## config.mk

```make
export PLATFORM = sky130hd
export DESIGN_NAME = unidade_controle_multiciclo_flat
export DESIGN_NICKNAME = d
export VERILOG_FILES = /design/src/rtl/riscv_pkg.sv /design/src/rtl/unidade_controle_multiciclo_if.sv /design/src/rtl/unidade_controle_multiciclo_contador_instret.sv /design/src/rtl/unidade_controle_multiciclo.sv /design/src/flat_wrapper.sv
export SDC_FILE = /design/constraint.sdc
export NUM_CORES = 1
export LEC_CHECK = 0
export BUFFER_PORTS_ARGS = -buffer_cell sky130_fd_sc_hd__buf_2
export CAP_MARGIN = 20
export CORE_ASPECT_RATIO = 2
export CORE_MARGIN = 4
export CORE_UTILIZATION = 52
export CTS_CLUSTER_SIZE = 30
export DETAILED_ROUTE_END_ITERATION = 16
export GPL_TIMING_DRIVEN = 0
export PLACE_DENSITY = 0.9
export SYNTH_ARGS = -nofsm -noshare
export SYNTH_HDL_FRONTEND = slang
export SYNTH_SLANG_ARGS = --single-unit
```

## constraint.sdc

```tcl
create_clock -name clk -period 2 [get_ports clk]
set_input_delay 0.1 -clock clk [delete_from_list [all_inputs] [get_ports clk]]
set_output_delay 0.1 -clock clk [all_outputs]
set_load 0.03 [all_outputs]
```

## src/rtl/riscv_pkg.sv

```systemverilog
`default_nettype none
// +----------------------------------------------------------------------+
// | riscv_pkg                                                            |
// | Opcodes, FSM states and control encodings for the multicycle core.   |
// | Rev 1.0                                                              |
// +----------------------------------------------------------------------+
package riscv_pkg;

    localparam logic [6:0] OP_LOAD   = 7'b0000011;
    localparam logic [6:0] OP_STORE  = 7'b0100011;
    localparam logic [6:0] OP_BRANCH = 7'b1100011;
    localparam logic [6:0] OP_RTYPE  = 7'b0110011;
    localparam logic [2:0] F3_BEQ    = 3'b000;

    localparam logic [1:0] ALU_A_PC    = 2'b00;
    localparam logic [1:0] ALU_A_REG   = 2'b01;
    localparam logic [1:0] ALU_A_OLDPC = 2'b10;

    localparam logic [1:0] ALU_B_REG  = 2'b00;
    localparam logic [1:0] ALU_B_FOUR = 2'b01;
    localparam logic [1:0] ALU_B_IMM  = 2'b10;

    localparam logic [1:0] ALUOP_ADD   = 2'b00;
    localparam logic [1:0] ALUOP_SUB   = 2'b01;
    localparam logic [1:0] ALUOP_FUNCT = 2'b10;

    typedef enum logic [3:0] {
        S_IDLE      = 4'd0,
        S_FETCH     = 4'd1,
        S_DECODE    = 4'd2,
        S_MEM_ADDR  = 4'd3,
        S_MEM_READ  = 4'd4,
        S_MEM_WB    = 4'd5,
        S_MEM_WRITE = 4'd6,
        S_EXECUTE   = 4'd7,
        S_ALU_WB    = 4'd8,
        S_BRANCH    = 4'd9
    } state_t;

    // Moore part of the control word; input-dependent strobes live in the top.
    typedef struct packed {
        logic       pc_source;
        logic       i_or_d;
        logic       mem_read;
        logic       mem_write;
        logic       reg_write;
        logic       mem_to_reg;
        logic [1:0] alu_src_a;
        logic [1:0] alu_src_b;
        logic [1:0] alu_op;
    } ctrl_t;

    function automatic ctrl_t ctrl_of(input state_t s);
        ctrl_t c;
        c = '0;
        case (s)
            S_FETCH: begin
                c.mem_read  = 1'b1;
                c.alu_src_a = ALU_A_PC;
                c.alu_src_b = ALU_B_FOUR;
                c.alu_op    = ALUOP_ADD;
            end
            S_DECODE: begin
                c.alu_src_a = ALU_A_OLDPC;
                c.alu_src_b = ALU_B_IMM;
                c.alu_op    = ALUOP_ADD;
            end
            S_MEM_ADDR: begin
                c.alu_src_a = ALU_A_REG;
                c.alu_src_b = ALU_B_IMM;
                c.alu_op    = ALUOP_ADD;
            end
            S_MEM_READ: begin
                c.mem_read = 1'b1;
                c.i_or_d   = 1'b1;
            end
            S_MEM_WB: begin
                c.reg_write  = 1'b1;
                c.mem_to_reg = 1'b1;
            end
            S_MEM_WRITE: begin
                c.mem_write = 1'b1;
                c.i_or_d    = 1'b1;
            end
            S_EXECUTE: begin
                c.alu_src_a = ALU_A_REG;
                c.alu_src_b = ALU_B_REG;
                c.alu_op    = ALUOP_FUNCT;
            end
            S_ALU_WB: begin
                c.reg_write = 1'b1;
            end
            S_BRANCH: begin
                c.alu_src_a = ALU_A_REG;
                c.alu_src_b = ALU_B_REG;
                c.alu_op    = ALUOP_SUB;
                c.pc_source = 1'b1;
            end
            default: c = '0;
        endcase
        return c;
    endfunction

endpackage
`default_nettype wire

```

## src/rtl/unidade_controle_multiciclo_if.sv

```systemverilog
`default_nettype none
// +----------------------------------------------------------------------+
// | unidade_controle_multiciclo_if                                       |
// | Decode inputs and control outputs between controller and datapath.   |
// | Rev 1.0                                                              |
// +----------------------------------------------------------------------+
interface unidade_controle_multiciclo_if #(
    parameter int W_CNT = 32
);
    logic [6:0]       opcode;
    logic [2:0]       funct3;
    logic             zero;
    logic             mem_ready;
    logic             pc_en;
    logic             pc_source;
    logic             ir_write;
    logic             i_or_d;
    logic             mem_read;
    logic             mem_write;
    logic             reg_write;
    logic             mem_to_reg;
    logic [1:0]       alu_src_a;
    logic [1:0]       alu_src_b;
    logic [1:0]       alu_op;
    logic             illegal;
    logic             instr_done;
    logic [W_CNT-1:0] instret;

    modport master (
        input  opcode, funct3, zero, mem_ready,
        output pc_en, pc_source, ir_write, i_or_d, mem_read, mem_write,
               reg_write, mem_to_reg, alu_src_a, alu_src_b, alu_op,
               illegal, instr_done, instret
    );

    modport slave (
        output opcode, funct3, zero, mem_ready,
        input  pc_en, pc_source, ir_write, i_or_d, mem_read, mem_write,
               reg_write, mem_to_reg, alu_src_a, alu_src_b, alu_op,
               illegal, instr_done, instret
    );
endinterface
`default_nettype wire

```

## src/rtl/unidade_controle_multiciclo_contador_instret.sv

```systemverilog
`default_nettype none
// +----------------------------------------------------------------------+
// | contador_instret                                                     |
// | Wrapping retired-instruction counter with increment enable.          |
// | Rev 1.0                                                              |
// +----------------------------------------------------------------------+
module contador_instret #(
    parameter int W_CNT = 32
) (
    input  wire logic             clk,
    input  wire logic             rst_n,
    input  wire logic             i_en,
    output logic      [W_CNT-1:0] o_count
);
    logic [W_CNT-1:0] r_count;

    always_ff @(posedge clk or negedge rst_n) begin
        if (!rst_n)
            r_count <= '0;
        else if (i_en)
            r_count <= r_count + W_CNT'(1);
    end

    assign o_count = r_count;
endmodule
`default_nettype wire

```

## src/rtl/unidade_controle_multiciclo.sv

```systemverilog
`default_nettype none
// +----------------------------------------------------------------------+
// | unidade_controle_multiciclo                                          |
// | Multicycle control FSM for lw/sw/beq/R-type on a shared datapath.    |
// | Rev 1.0                                                              |
// +----------------------------------------------------------------------+
module unidade_controle_multiciclo
    import riscv_pkg::*;
#(
    parameter int W_CNT = 32
) (
    input  wire logic                    clk,
    input  wire logic                    rst_n,
    unidade_controle_multiciclo_if.master bus
);
    state_t           r_state;
    state_t           w_next;
    ctrl_t            r_ctrl;
    logic             w_is_load;
    logic             w_is_store;
    logic             w_is_rtype;
    logic             w_is_beq;
    logic             w_legal;
    logic             w_done;
    logic [W_CNT-1:0] w_count;

    assign w_is_load  = (bus.opcode == OP_LOAD);
    assign w_is_store = (bus.opcode == OP_STORE);
    assign w_is_rtype = (bus.opcode == OP_RTYPE);
    assign w_is_beq   = (bus.opcode == OP_BRANCH) && (bus.funct3 == F3_BEQ);
    assign w_legal    = w_is_load || w_is_store || w_is_rtype || w_is_beq;

    always_comb begin
        w_next = S_IDLE;
        case (r_state)
            S_IDLE:      w_next = S_FETCH;
            S_FETCH:     w_next = bus.mem_ready ? S_DECODE : S_FETCH;
            S_DECODE: begin
                if (w_is_load || w_is_store) w_next = S_MEM_ADDR;
                else if (w_is_rtype)         w_next = S_EXECUTE;
                else if (w_is_beq)           w_next = S_BRANCH;
                else                         w_next = S_FETCH;
            end
            S_MEM_ADDR:  w_next = w_is_store ? S_MEM_WRITE : S_MEM_READ;
            S_MEM_READ:  w_next = bus.mem_ready ? S_MEM_WB : S_MEM_READ;
            S_MEM_WB:    w_next = S_FETCH;
            S_MEM_WRITE: w_next = bus.mem_ready ? S_FETCH : S_MEM_WRITE;
            S_EXECUTE:   w_next = S_ALU_WB;
            S_ALU_WB:    w_next = S_FETCH;
            S_BRANCH:    w_next = S_FETCH;
            default:     w_next = S_IDLE;
        endcase
    end

    // Control word is registered alongside the state so it is glitch-free.
    always_ff @(posedge clk or negedge rst_n) begin
        if (!rst_n) begin
            r_state <= S_IDLE;
            r_ctrl  <= '0;
        end else begin
            r_state <= w_next;
            r_ctrl  <= ctrl_of(w_next);
        end
    end

    assign w_done = (r_state == S_MEM_WB) || (r_state == S_ALU_WB) ||
                    (r_state == S_BRANCH) ||
                    ((r_state == S_MEM_WRITE) && bus.mem_ready);

    assign bus.pc_en      = ((r_state == S_FETCH) && bus.mem_ready) ||
                            ((r_state == S_BRANCH) && bus.zero);
    assign bus.ir_write   = (r_state == S_FETCH) && bus.mem_ready;
    assign bus.illegal    = (r_state == S_DECODE) && !w_legal;
    assign bus.instr_done = w_done;
    assign bus.pc_source  = r_ctrl.pc_source;
    assign bus.i_or_d     = r_ctrl.i_or_d;
    assign bus.mem_read   = r_ctrl.mem_read;
    assign bus.mem_write  = r_ctrl.mem_write;
    assign bus.reg_write  = r_ctrl.reg_write;
    assign bus.mem_to_reg = r_ctrl.mem_to_reg;
    assign bus.alu_src_a  = r_ctrl.alu_src_a;
    assign bus.alu_src_b  = r_ctrl.alu_src_b;
    assign bus.alu_op     = r_ctrl.alu_op;
    assign bus.instret    = w_count;

    contador_instret #(
        .W_CNT (W_CNT)
    ) u_instret (
        .clk     (clk),
        .rst_n   (rst_n),
        .i_en    (w_done),
        .o_count (w_count)
    );
endmodule
`default_nettype wire

```

## src/flat_wrapper.sv

```systemverilog
// flat-port wrapper written by rule: the top's interface ports become plain ports
module unidade_controle_multiciclo_flat import riscv_pkg::*;
#(
    parameter int W_CNT = 32
)
  (clk, rst_n, bus_opcode, bus_funct3, bus_zero, bus_mem_ready, bus_pc_en, bus_pc_source, bus_ir_write, bus_i_or_d, bus_mem_read, bus_mem_write, bus_reg_write, bus_mem_to_reg, bus_alu_src_a, bus_alu_src_b, bus_alu_op, bus_illegal, bus_instr_done, bus_instret);
  unidade_controle_multiciclo_if #(.W_CNT(W_CNT)) bus_i ();
  input  wire logic clk;
  input  wire logic rst_n;
  input wire logic [$bits(bus_i.opcode)-1:0] bus_opcode;
  input wire logic [$bits(bus_i.funct3)-1:0] bus_funct3;
  input wire logic [$bits(bus_i.zero)-1:0] bus_zero;
  input wire logic [$bits(bus_i.mem_ready)-1:0] bus_mem_ready;
  output wire logic [$bits(bus_i.pc_en)-1:0] bus_pc_en;
  output wire logic [$bits(bus_i.pc_source)-1:0] bus_pc_source;
  output wire logic [$bits(bus_i.ir_write)-1:0] bus_ir_write;
  output wire logic [$bits(bus_i.i_or_d)-1:0] bus_i_or_d;
  output wire logic [$bits(bus_i.mem_read)-1:0] bus_mem_read;
  output wire logic [$bits(bus_i.mem_write)-1:0] bus_mem_write;
  output wire logic [$bits(bus_i.reg_write)-1:0] bus_reg_write;
  output wire logic [$bits(bus_i.mem_to_reg)-1:0] bus_mem_to_reg;
  output wire logic [$bits(bus_i.alu_src_a)-1:0] bus_alu_src_a;
  output wire logic [$bits(bus_i.alu_src_b)-1:0] bus_alu_src_b;
  output wire logic [$bits(bus_i.alu_op)-1:0] bus_alu_op;
  output wire logic [$bits(bus_i.illegal)-1:0] bus_illegal;
  output wire logic [$bits(bus_i.instr_done)-1:0] bus_instr_done;
  output wire logic [$bits(bus_i.instret)-1:0] bus_instret;
  assign bus_i.opcode = bus_opcode;
  assign bus_i.funct3 = bus_funct3;
  assign bus_i.zero = bus_zero;
  assign bus_i.mem_ready = bus_mem_ready;
  assign bus_pc_en = bus_i.pc_en;
  assign bus_pc_source = bus_i.pc_source;
  assign bus_ir_write = bus_i.ir_write;
  assign bus_i_or_d = bus_i.i_or_d;
  assign bus_mem_read = bus_i.mem_read;
  assign bus_mem_write = bus_i.mem_write;
  assign bus_reg_write = bus_i.reg_write;
  assign bus_mem_to_reg = bus_i.mem_to_reg;
  assign bus_alu_src_a = bus_i.alu_src_a;
  assign bus_alu_src_b = bus_i.alu_src_b;
  assign bus_alu_op = bus_i.alu_op;
  assign bus_illegal = bus_i.illegal;
  assign bus_instr_done = bus_i.instr_done;
  assign bus_instret = bus_i.instret;
  unidade_controle_multiciclo #(.W_CNT(W_CNT)) u_core (.clk(clk), .rst_n(rst_n), .bus(bus_i));
endmodule
```

==> results of run 1 <==
power groups by stage:
stage / logic, mW / clock network (mW) / registers [mW]
after global placement: 1.06 / 0 / 1.21
after global routing: 1.32 / 0.653 / 1.21
final: 1.22 / 0.597 / 1.19
after detailed placement: 1.09 / 0 / 1.21
after CTS: 1.09 / 0.610 / 1.20
after floorplan: 0.577 / 0 / 1.42
critical path, cell delays in order (launching register included):
cell and delay [ns]:
dfrtp_2 0.41, nand4_2 0.17, nor4_4 0.44, o2111ai_4 0.29, nor3_1 0.33, xor2_1 0.18
what timing repair did:
action	4_1_cts	5_1_grt
hold endpoints to repair	0	48
setup buffers	0	7
endpoints found under the setup margin	1	17
hold buffers	0	1
resized for setup	1	10
pin swaps	0	4
worst paths after layout:
path | endpoint | slack, ns | cells after the start
setup / recovery | u_core.u_instret.o_count[29] | 0.11 | 5
hold / removal | u_core.bus.mem_to_reg | 0.12 | 3
setup reg to reg | u_core.u_instret.o_count[29] | 0.11 | 5
hold reg to reg | u_core.u_instret.o_count[31] | 0.48 | 1
max in group asynchronous | u_core.u_instret.o_count[4] | 1.32 | 3
min in group asynchronous | u_core.bus.mem_write | 0.20 | 2
metrics by stage:
stage / hold slack, ns / power, mW / std cells
2_1_floorplan: -0.1956 / 1.996 / 215
3_3_place_gp: 0.3343 / 2.270 / 328
3_5_place_dp: 0.3387 / 2.302 / 328
4_1_cts: 0.01160 / 2.899 / 336
5_1_grt: 0.1179 / 3.189 / 345
6_report: 0.1172 / 3.006 / 345
Yosys cell counts (4+ instances only):
cell type	number	area (sq um)
xnor2_1	18	157.7
nand3_1	8	40.04
nand4_1	9	56.30
and3_1	4	25.02
nor3_1	7	35.03
nor2b_1	4	25.02
nor2_1	19	71.32
xor2_1	13	113.9
o21ai_0	5	25.02
a21oi_1	6	30.03
nand2b_1	5	31.28
dfrtp_1	48	1201
and2_1	4	25.02
inv_1	13	48.80
nand2_1	20	75.07
layer usage:
layer / vias to the layer above / part of all wire / GRT usage
met3: 9 / 0.040 / 0.03682
met2: 49 / 0.55 / 0.3312
met5: - / 0 / 0
met1: 903 / 0.38 / 0.2139
met4: 0 / 0.021 / 0.08445
li1: 885 / - / -
layout make-up:
cell class              instances  area share
flip-flops and latches         48      0.4206
multi-input cells             149      0.3616
repair buffers                 70      0.1355
clock buffers                   6     0.02886
well taps                      52     0.02274
inverters                      13     0.01705
plain buffers                   5    0.008745
clock inverters                 2    0.004810
cells by family (layout without fill, tap and decap cells):
kind of cell | count (synthesis) | after routing | share of synthesized area
simple gates | 91 | 91 | 0.2187
flops | 48 | 48 | 0.5289
xor+xnor | 31 | 31 | 0.1196
compound gates | 25 | 25 | 0.09092
buf+inv | 18 | 96 | 0.03141
fa+ha+maj | 1 | 1 | 0.005509
mux | 1 | 1 | 0.004958
==> metrics, run 1 <==
number of antenna violations at the first check in global routing 0; Core Box Area 4170 sq um; global-route wire length before repair between 7 and 8 mm; Worst VDD drop around 0.001 V; hold path start bus_mem_ready; mapped cell area around 2300 sq um; Initial Utilization 0.5446; Finished Core Util 0.6862; largest net degree at the start of global routing 49; Port Buffers 61; root buf cell clkbuf_8; drt drc 0; crit share post-route 0.9444; Slew headroom 0.5198; post-DP HPWL ~3.6 mm; post-synthesis sequential area ratio 0.5289; Routability Congestion between 0.8 and 0.9; Die ar. 5553 sq um; Final min period 1.889 ns; Internal Power 1.795 mW; # setup viols final 0; Post-synth top flop dfrtp_1; die height about 100 um; P_leak about 1.5 nW; Fill cells between 300 and 400; Sinks on Clock Net 48; CTS tree done; Cell variety after synth 41; combinational fraction of design power 0.405; DR vias/cell around 5.4; global route total overflow 0; RR Startpoint u_core.u_instret.o_count[4]; Peak Freq 0.5294 GHz; DR vias 1,846; post-synthesis average cell area around 11 sq um; worst setup path class reg -> reg; initial drt markers 42; Setup Skew 0.01016 ns; routed length per instance 14.35 um; H-tree lvl count 2; Worst Path Required around 2.2 ns; Pre-Repair DR Iteration Count 4; register area around 1200 sq um; GR Util All Layers 0.1907; MaxCap Viol Count 0; status complete, no violations; die width 54.73 um; CP startpoint u_core.u_instret.o_count[4]; most frequent cells in the layout 63 x buf_2, 46 x dfrtp_1, 20 x nand2_1, 18 x nor2_1, 18 x xnor2_1; Switching Fraction 0.4028; Post-Synthesis Net Count 230; final worst slack ~0.11 ns; TritonCTS Buffers 5; number of flip-flops in the largest register 32; Slew Viols, Final 0; n_diodes 0; antenna viol nets, final 0; clock power share 0.199; WP data arrival approximately 2.1 ns; CP max FO 9; CTS Buffer Depth 2; Worst Tran Pin Value slightly above 0.7 ns; Synth Instances about 220; Setup crit start kind flop; crit end category flop; final hold vios 0; final wirelength just under 5 mm; # rows 33; worst-skew pair later-pin latency slightly below 0.3 ns; fin area approximately 2900 sq um; synth-to-layout area growth 26.01%; HP Class in -> reg; Setup WS pre-CTS about 0.0032 ns; Yosys reg bits 48; Reg clk slew, reported paths 0.09 ns; vias in the first global route roughly 1.8k; proportion of layout cells with a drive suffix above 1 0.3311; EDFF count, synth 0; share of power burned in registers 0.397; fraction of registers with async set/reset 1.000; leading cell type in the layout, fill and taps excluded buf_2; Multi-input gate area roughly 1000 sq um; layout net count 307; Yosys warnings 0; dpl cell area around 2600 sq um; Ports just over 60; Setup TNS Final 0 ns; power per cell area between 1000 and 1500 nW/um^2; Sw Pwr between 1 and 1.5 mW; unrepaired setup endpoints after global routing true
No activity file was read; power rests on OpenSTA's default activity.
==> run 2: changes to the inputs <==
--- a/config.mk
+++ b/config.mk
@@ -9,11 +9,12 @@
 export CAP_MARGIN = 20
 export CORE_ASPECT_RATIO = 2
 export CORE_MARGIN = 4
-export CORE_UTILIZATION = 52
+export CORE_UTILIZATION = 56
 export CTS_CLUSTER_SIZE = 30
 export DETAILED_ROUTE_END_ITERATION = 16
 export GPL_TIMING_DRIVEN = 0
-export PLACE_DENSITY = 0.9
+export PLACE_DENSITY = 0.95
+export SLEW_MARGIN = 20
 export SYNTH_ARGS = -nofsm -noshare
 export SYNTH_HDL_FRONTEND = slang
 export SYNTH_SLANG_ARGS = --single-unit
==> constraint.sdc (replaced) <==
create_clock -name clk -period 2.3 [get_ports clk]
set_input_delay 0.115 -clock clk [delete_from_list [all_inputs] [get_ports clk]]
set_output_delay 0.115 -clock clk [all_outputs]
set_load 0.03 [all_outputs]
==> metrics, run 2 (synthesis gave the netlist of run 1 again) <==
Post-CTS Setup Inserts 0; leading cell type in the layout, fill and taps excluded buf_2; largest net degree at the start of global routing 49; HP Class in -> reg; most frequent cells in the layout 63 x buf_2, 48 x dfrtp_1, 20 x nand2_1, 19 x nor2_1, 18 x xnor2_1; crit share post-route 0.8961; worst-skew pair later-pin latency roughly 0.31 ns; Setup TNS Final 0 ns; overall power 2.624 mW; Initial Utilization 0.5847; Sinks on Clock Net 48; Ports 62; # setup viols final 0; Reg clk slew, reported paths around 0.090 ns; DR vias approximately 1.8k; non-filler cells, final 336; Setup Skew about 0.013 ns; CP peak stage delay around 0.53 ns; Final min period roughly 2.1 ns; final hold vios 0; crit end category flop; global route total overflow 0; status complete, no violations; Top delay family on crit path compound AO/OA/AOI/OAI gates; Port Buffers ~60; MaxCap Viol Count 0; DR vias/cell about 5.4; drt drc 0; register area roughly 1200 sq um; Slew Viols, Final 0; routed length per instance 14.39 um; Peak Freq 0.4852 GHz; Worst Path Buf+Inv 1; CP max FO 10; final worst slack between 0.2 and 0.25 ns; Pre-Repair DR Iteration Count 4; Crit-path slowest cell a21boi_1; Setup crit start kind flop; Inst Count DP between 300 and 400; antenna viol nets, final 0; # rows 32; post-DP HPWL 3.583 mm; number of antenna violations at the first check in global routing 0; GR Util All Layers 0.2098; CTS tree done; Slew headroom 0.5202; Worst VDD drop 0.0007003 V; vias in the first global route ~1.9k; CTS Buffer Depth 2; initial drt markers 38; fin area 2774 sq um; dpl cell area between 2000 and 3000 sq um; worst hold margin 0.1337 ns; WP data arrival about 2.3 ns; Finished Core Util 0.7142; global-route wire length before repair ~8.4 mm; Setup WS pre-CTS about 0.25 ns; number of flip-flops in the largest register 32; layout net count between 200 and 300; Die ar. 5200 sq um; worst setup path class reg -> reg; TritonCTS Buffers 5; die width between 50 and 60 um; unrepaired setup endpoints after global routing false; H-tree lvl count 2; final wirelength roughly 4.8 mm; power per cell area roughly 950 nW/um^2; Worst Tran Pin Value ~0.71 ns; Worst Path Required around 2.5 ns; Multi-input gate area 998.5 sq um; die height approximately 98 um; n_diodes 0; Fill cells about 320; Core Box Area 3884 sq um; root buf cell clkbuf_8; Routability Congestion 0.8381; proportion of layout cells with a drive suffix above 1 0.2842; P_leak approximately 1.4 nW; crit path cell chain buf_2, nand2b_1, a211o_1, a21boi_1, nand4_1, xnor2_1; synth-to-layout area growth 22.15%
-- run 2: routing by layer --
| layer | routed length, um | vias up | global-route usage |
|---|---|---|---|
| met1 | 1821 | 858 | 0.2401 |
| met3 | 220 | 14 | 0.03817 |
| met5 | 0 | - | 0 |
| li1 | - | 870 | - |
| met2 | 2655 | 57 | 0.3592 |
| met4 | 136 | 0 | 0.1024 |
-- run 2: path summary, 6_finish.rpt --
kind                                               from                           end  slack [ns]  cells past startpoint
max                                   u_core.r_state[1]  u_core.u_instret.o_count[14]        0.24                      6
min                                       bus_opcode[5]          u_core.bus.alu_op[0]        0.13                      2
max reg2reg                           u_core.r_state[1]  u_core.u_instret.o_count[14]        0.24                      6
min reg2reg                u_core.u_instret.o_count[31]  u_core.u_instret.o_count[31]        0.48                      1
max in group asynchronous                         rst_n   u_core.u_instret.o_count[1]        1.55                      2
min in group asynchronous                         rst_n          u_core.bus.alu_op[1]        0.34                      2
-- run 2: report_power, final --
part | switching (mW) | internal [mW] | total [mW]
Sequential | 0.0764 | 0.963 | 1.04
Combinational | 0.664 | 0.286 | 0.950
Clock | 0.280 | 0.355 | 0.635
Total | 1.02 | 1.60 | 2.62
-- run 2: timing repair --
item / 4_1_cts / 5_1_grt
endpoints found under the hold margin: 0 / 48
gates resized for setup: 0 / 0
hold buffers: 0 / 1
-- run 2: layout make-up --
type | count | share of cell area
Multi-Input combinational cell | 149 | 0.3599
Clock inverter | 2 | 0.01398
Timing Repair Buffer | 62 | 0.1146
Sequential cell | 48 | 0.4330
Clock buffer | 6 | 0.02977
Inverter | 13 | 0.01759
Tap cell | 51 | 0.02300
Buffer | 5 | 0.008119
==> run 3: changes to the inputs <==
--- a/config.mk
+++ b/config.mk
@@ -14,6 +14,7 @@
 export DETAILED_ROUTE_END_ITERATION = 16
 export GPL_TIMING_DRIVEN = 0
 export PLACE_DENSITY = 0.95
+export REMOVE_ABC_BUFFERS = 1
 export SLEW_MARGIN = 20
 export SYNTH_ARGS = -nofsm -noshare
 export SYNTH_HDL_FRONTEND = slang
==> metrics, run 3 (synthesis gave the netlist of run 1 again) <==
Port Buffers 61; Inst Count DP 322; worst hold margin around 0.12 ns; largest net degree at the start of global routing 49; fin area between 2000 and 3000 sq um; Setup crit start kind flop; Worst Tran Pin Value between 0.6 and 0.7 ns; Internal Power around 1.6 mW; Worst Path Buf+Inv 0; HP Class in -> reg; Reg clk slew, reported paths roughly 0.1 ns; combinational fraction of design power 0.321; reg2reg setup slack 0.16 ns; Worst Path Required ~2.5 ns; final worst slack around 0.16 ns; Core Box Area 3884 sq um; global-route wire length before repair 8.169 mm; # setup viols final 0; layout net count just under 300; CTS tree done; clock power share 0.239; Die ar. between 5000 and 6000 sq um; proportion of layout cells with a drive suffix above 1 0.2786; die height approximately 98 um; root buf cell clkbuf_8; Crit-path slowest cell dfrtp_1; # rows 32; most frequent cells in the layout 60 x buf_2, 48 x dfrtp_1, 20 x nand2_1, 19 x nor2_1, 18 x xnor2_1; antenna viol nets, final 0; leading cell type in the layout, fill and taps excluded buf_2; Initial Utilization 0.5847; CP startpoint u_core.r_state[0]; crit path cell chain nand3b_1, a211oi_2, o2111ai_4, nor3_1, xor2_1; Setup Skew 0.01377 ns; post-DP HPWL ~3.6 mm; initial drt markers 35; Final min period roughly 2.1 ns; Routability Congestion around 0.85; n_diodes 0; status complete, no violations; MaxCap Viol Count 0; DR vias 1,789; Slew headroom 0.5566; routed length per instance between 10 and 15 um; global route total overflow 0; worst setup path class reg -> reg; drt drc 0; worst-skew pair later-pin latency roughly 0.30 ns; R2R cell count 5; dpl cell area approximately 2600 sq um; final wirelength between 4 and 5 mm; Peak Freq about 0.47 GHz; P_leak roughly 1.4 nW; share of power burned in registers 0.440; Worst VDD drop 0.0008761 V; Post-CTS Setup Inserts 0; CP peak stage delay 0.53 ns; synth-to-layout area growth 20.88%; unrepaired setup endpoints after global routing false; Switching Fraction 0.3963; Pre-Repair DR Iteration Count 4; CP max FO 13; Sinks on Clock Net 48; Top delay family on crit path compound AO/OA/AOI/OAI gates; vias in the first global route around 1.8k; number of antenna violations at the first check in global routing 0; non-filler cells, final around 330; power per cell area between 900 and 1000 nW/um^2; Setup WS pre-CTS 0.1988 ns; RR Startpoint u_core.r_state[0]; TritonCTS Buffers 5; WP data arrival between 2 and 2.5 ns; GR Util All Layers 0.2045; number of flip-flops in the largest register 32; H-tree lvl count 2; die width around 53 um; Sw Pwr 1.021 mW; CTS Buffer Depth 2; reg2reg end u_core.u_instret.o_count[26]; final hold vios 0; critical path endpoint u_core.u_instret.o_count[26]; crit end category flop; Fill cells 311; DR vias/cell approximately 5.4; crit share post-route 0.9309; Crit. path cell count 5; Ports 62; Slew Viols, Final 0; Setup TNS Final 0 ns
## run 3: cell count changes in the layout (fill, tap and decap cells not counted), sizes merged
cell	change
buf	-3
clkbuf	-3
clkinv	-1
clkinvlp	+1
inv	+1
## run 3: power by group through the flow
stage	combinational (mW)	sequential [mW]	clock, mW
after floorplan	0.409	1.30	0
after global placement	0.797	1.14	0
after detailed placement	0.835	1.15	0
after CTS	0.837	1.13	0.630
after global routing	0.908	1.16	0.671
final	0.828	1.13	0.616
## run 3: worst min path at each step
stage                  startpoint                      endpoint  slack (ns)  depth (start not counted)
global route        bus_opcode[5]          u_core.bus.alu_op[1]        0.12                          3
detailed placement          rst_n          u_core.bus.alu_op[0]        0.35                          1
global placement            rst_n       u_core.bus.alu_src_a[0]        0.33                          1
finish              bus_mem_ready         u_core.bus.mem_to_reg        0.12                          3
floorplan                   rst_n          u_core.bus.alu_op[0]       -0.18                          0
CTS                         rst_n  u_core.u_instret.o_count[19]        0.02                          1
## run 3: cell type report
type / instances / area [sq um] / share of cell area
well taps: 51 / 63.81 / 0.02325
inverters: 13 / 48.80 / 0.01778
clock inverters: 3 / 46.29 / 0.01686
clock buffers: 5 / 68.82 / 0.02507
flip-flops and latches: 48 / 1201 / 0.4376
multi-input cells: 149 / 998.5 / 0.3637
repair buffers: 62 / 317.8 / 0.1158
## run 3: layer usage
layer / GRT usage / vias to the layer above / wire length [um]
met5: 0 / - / 0
met4: 0.07874 / 0 / 80
met3: 0.03969 / 8 / 219
met2: 0.3496 / 59 / 2665
met1: 0.2441 / 863 / 1792
li1: - / 859 / -
## run 3: through the flow
step	total power [mW]	utilization
detailed placement	1.980	0.6740
finish	2.576	0.7068
global placement	1.936	0.6740
floorplan	1.710	-
global route	2.740	0.7068
CTS	2.599	0.7036
## run 3: timing repair
item                                   4_1_cts  5_1_grt
endpoints found under the hold margin        0       48
hold buffers                                 0        1
gates resized for setup                      0        0
## run 3: worst reg2reg max path, delay by kind of cell (launching register included)
| kind | cells | cell delay, ns |
|---|---|---|
| AO/OA/AOI/OAI | 2 | 0.72 |
| AND/OR/NAND/NOR | 2 | 0.61 |
| flip-flops | 1 | 0.53 |
| XOR/XNOR | 1 | 0.20 |
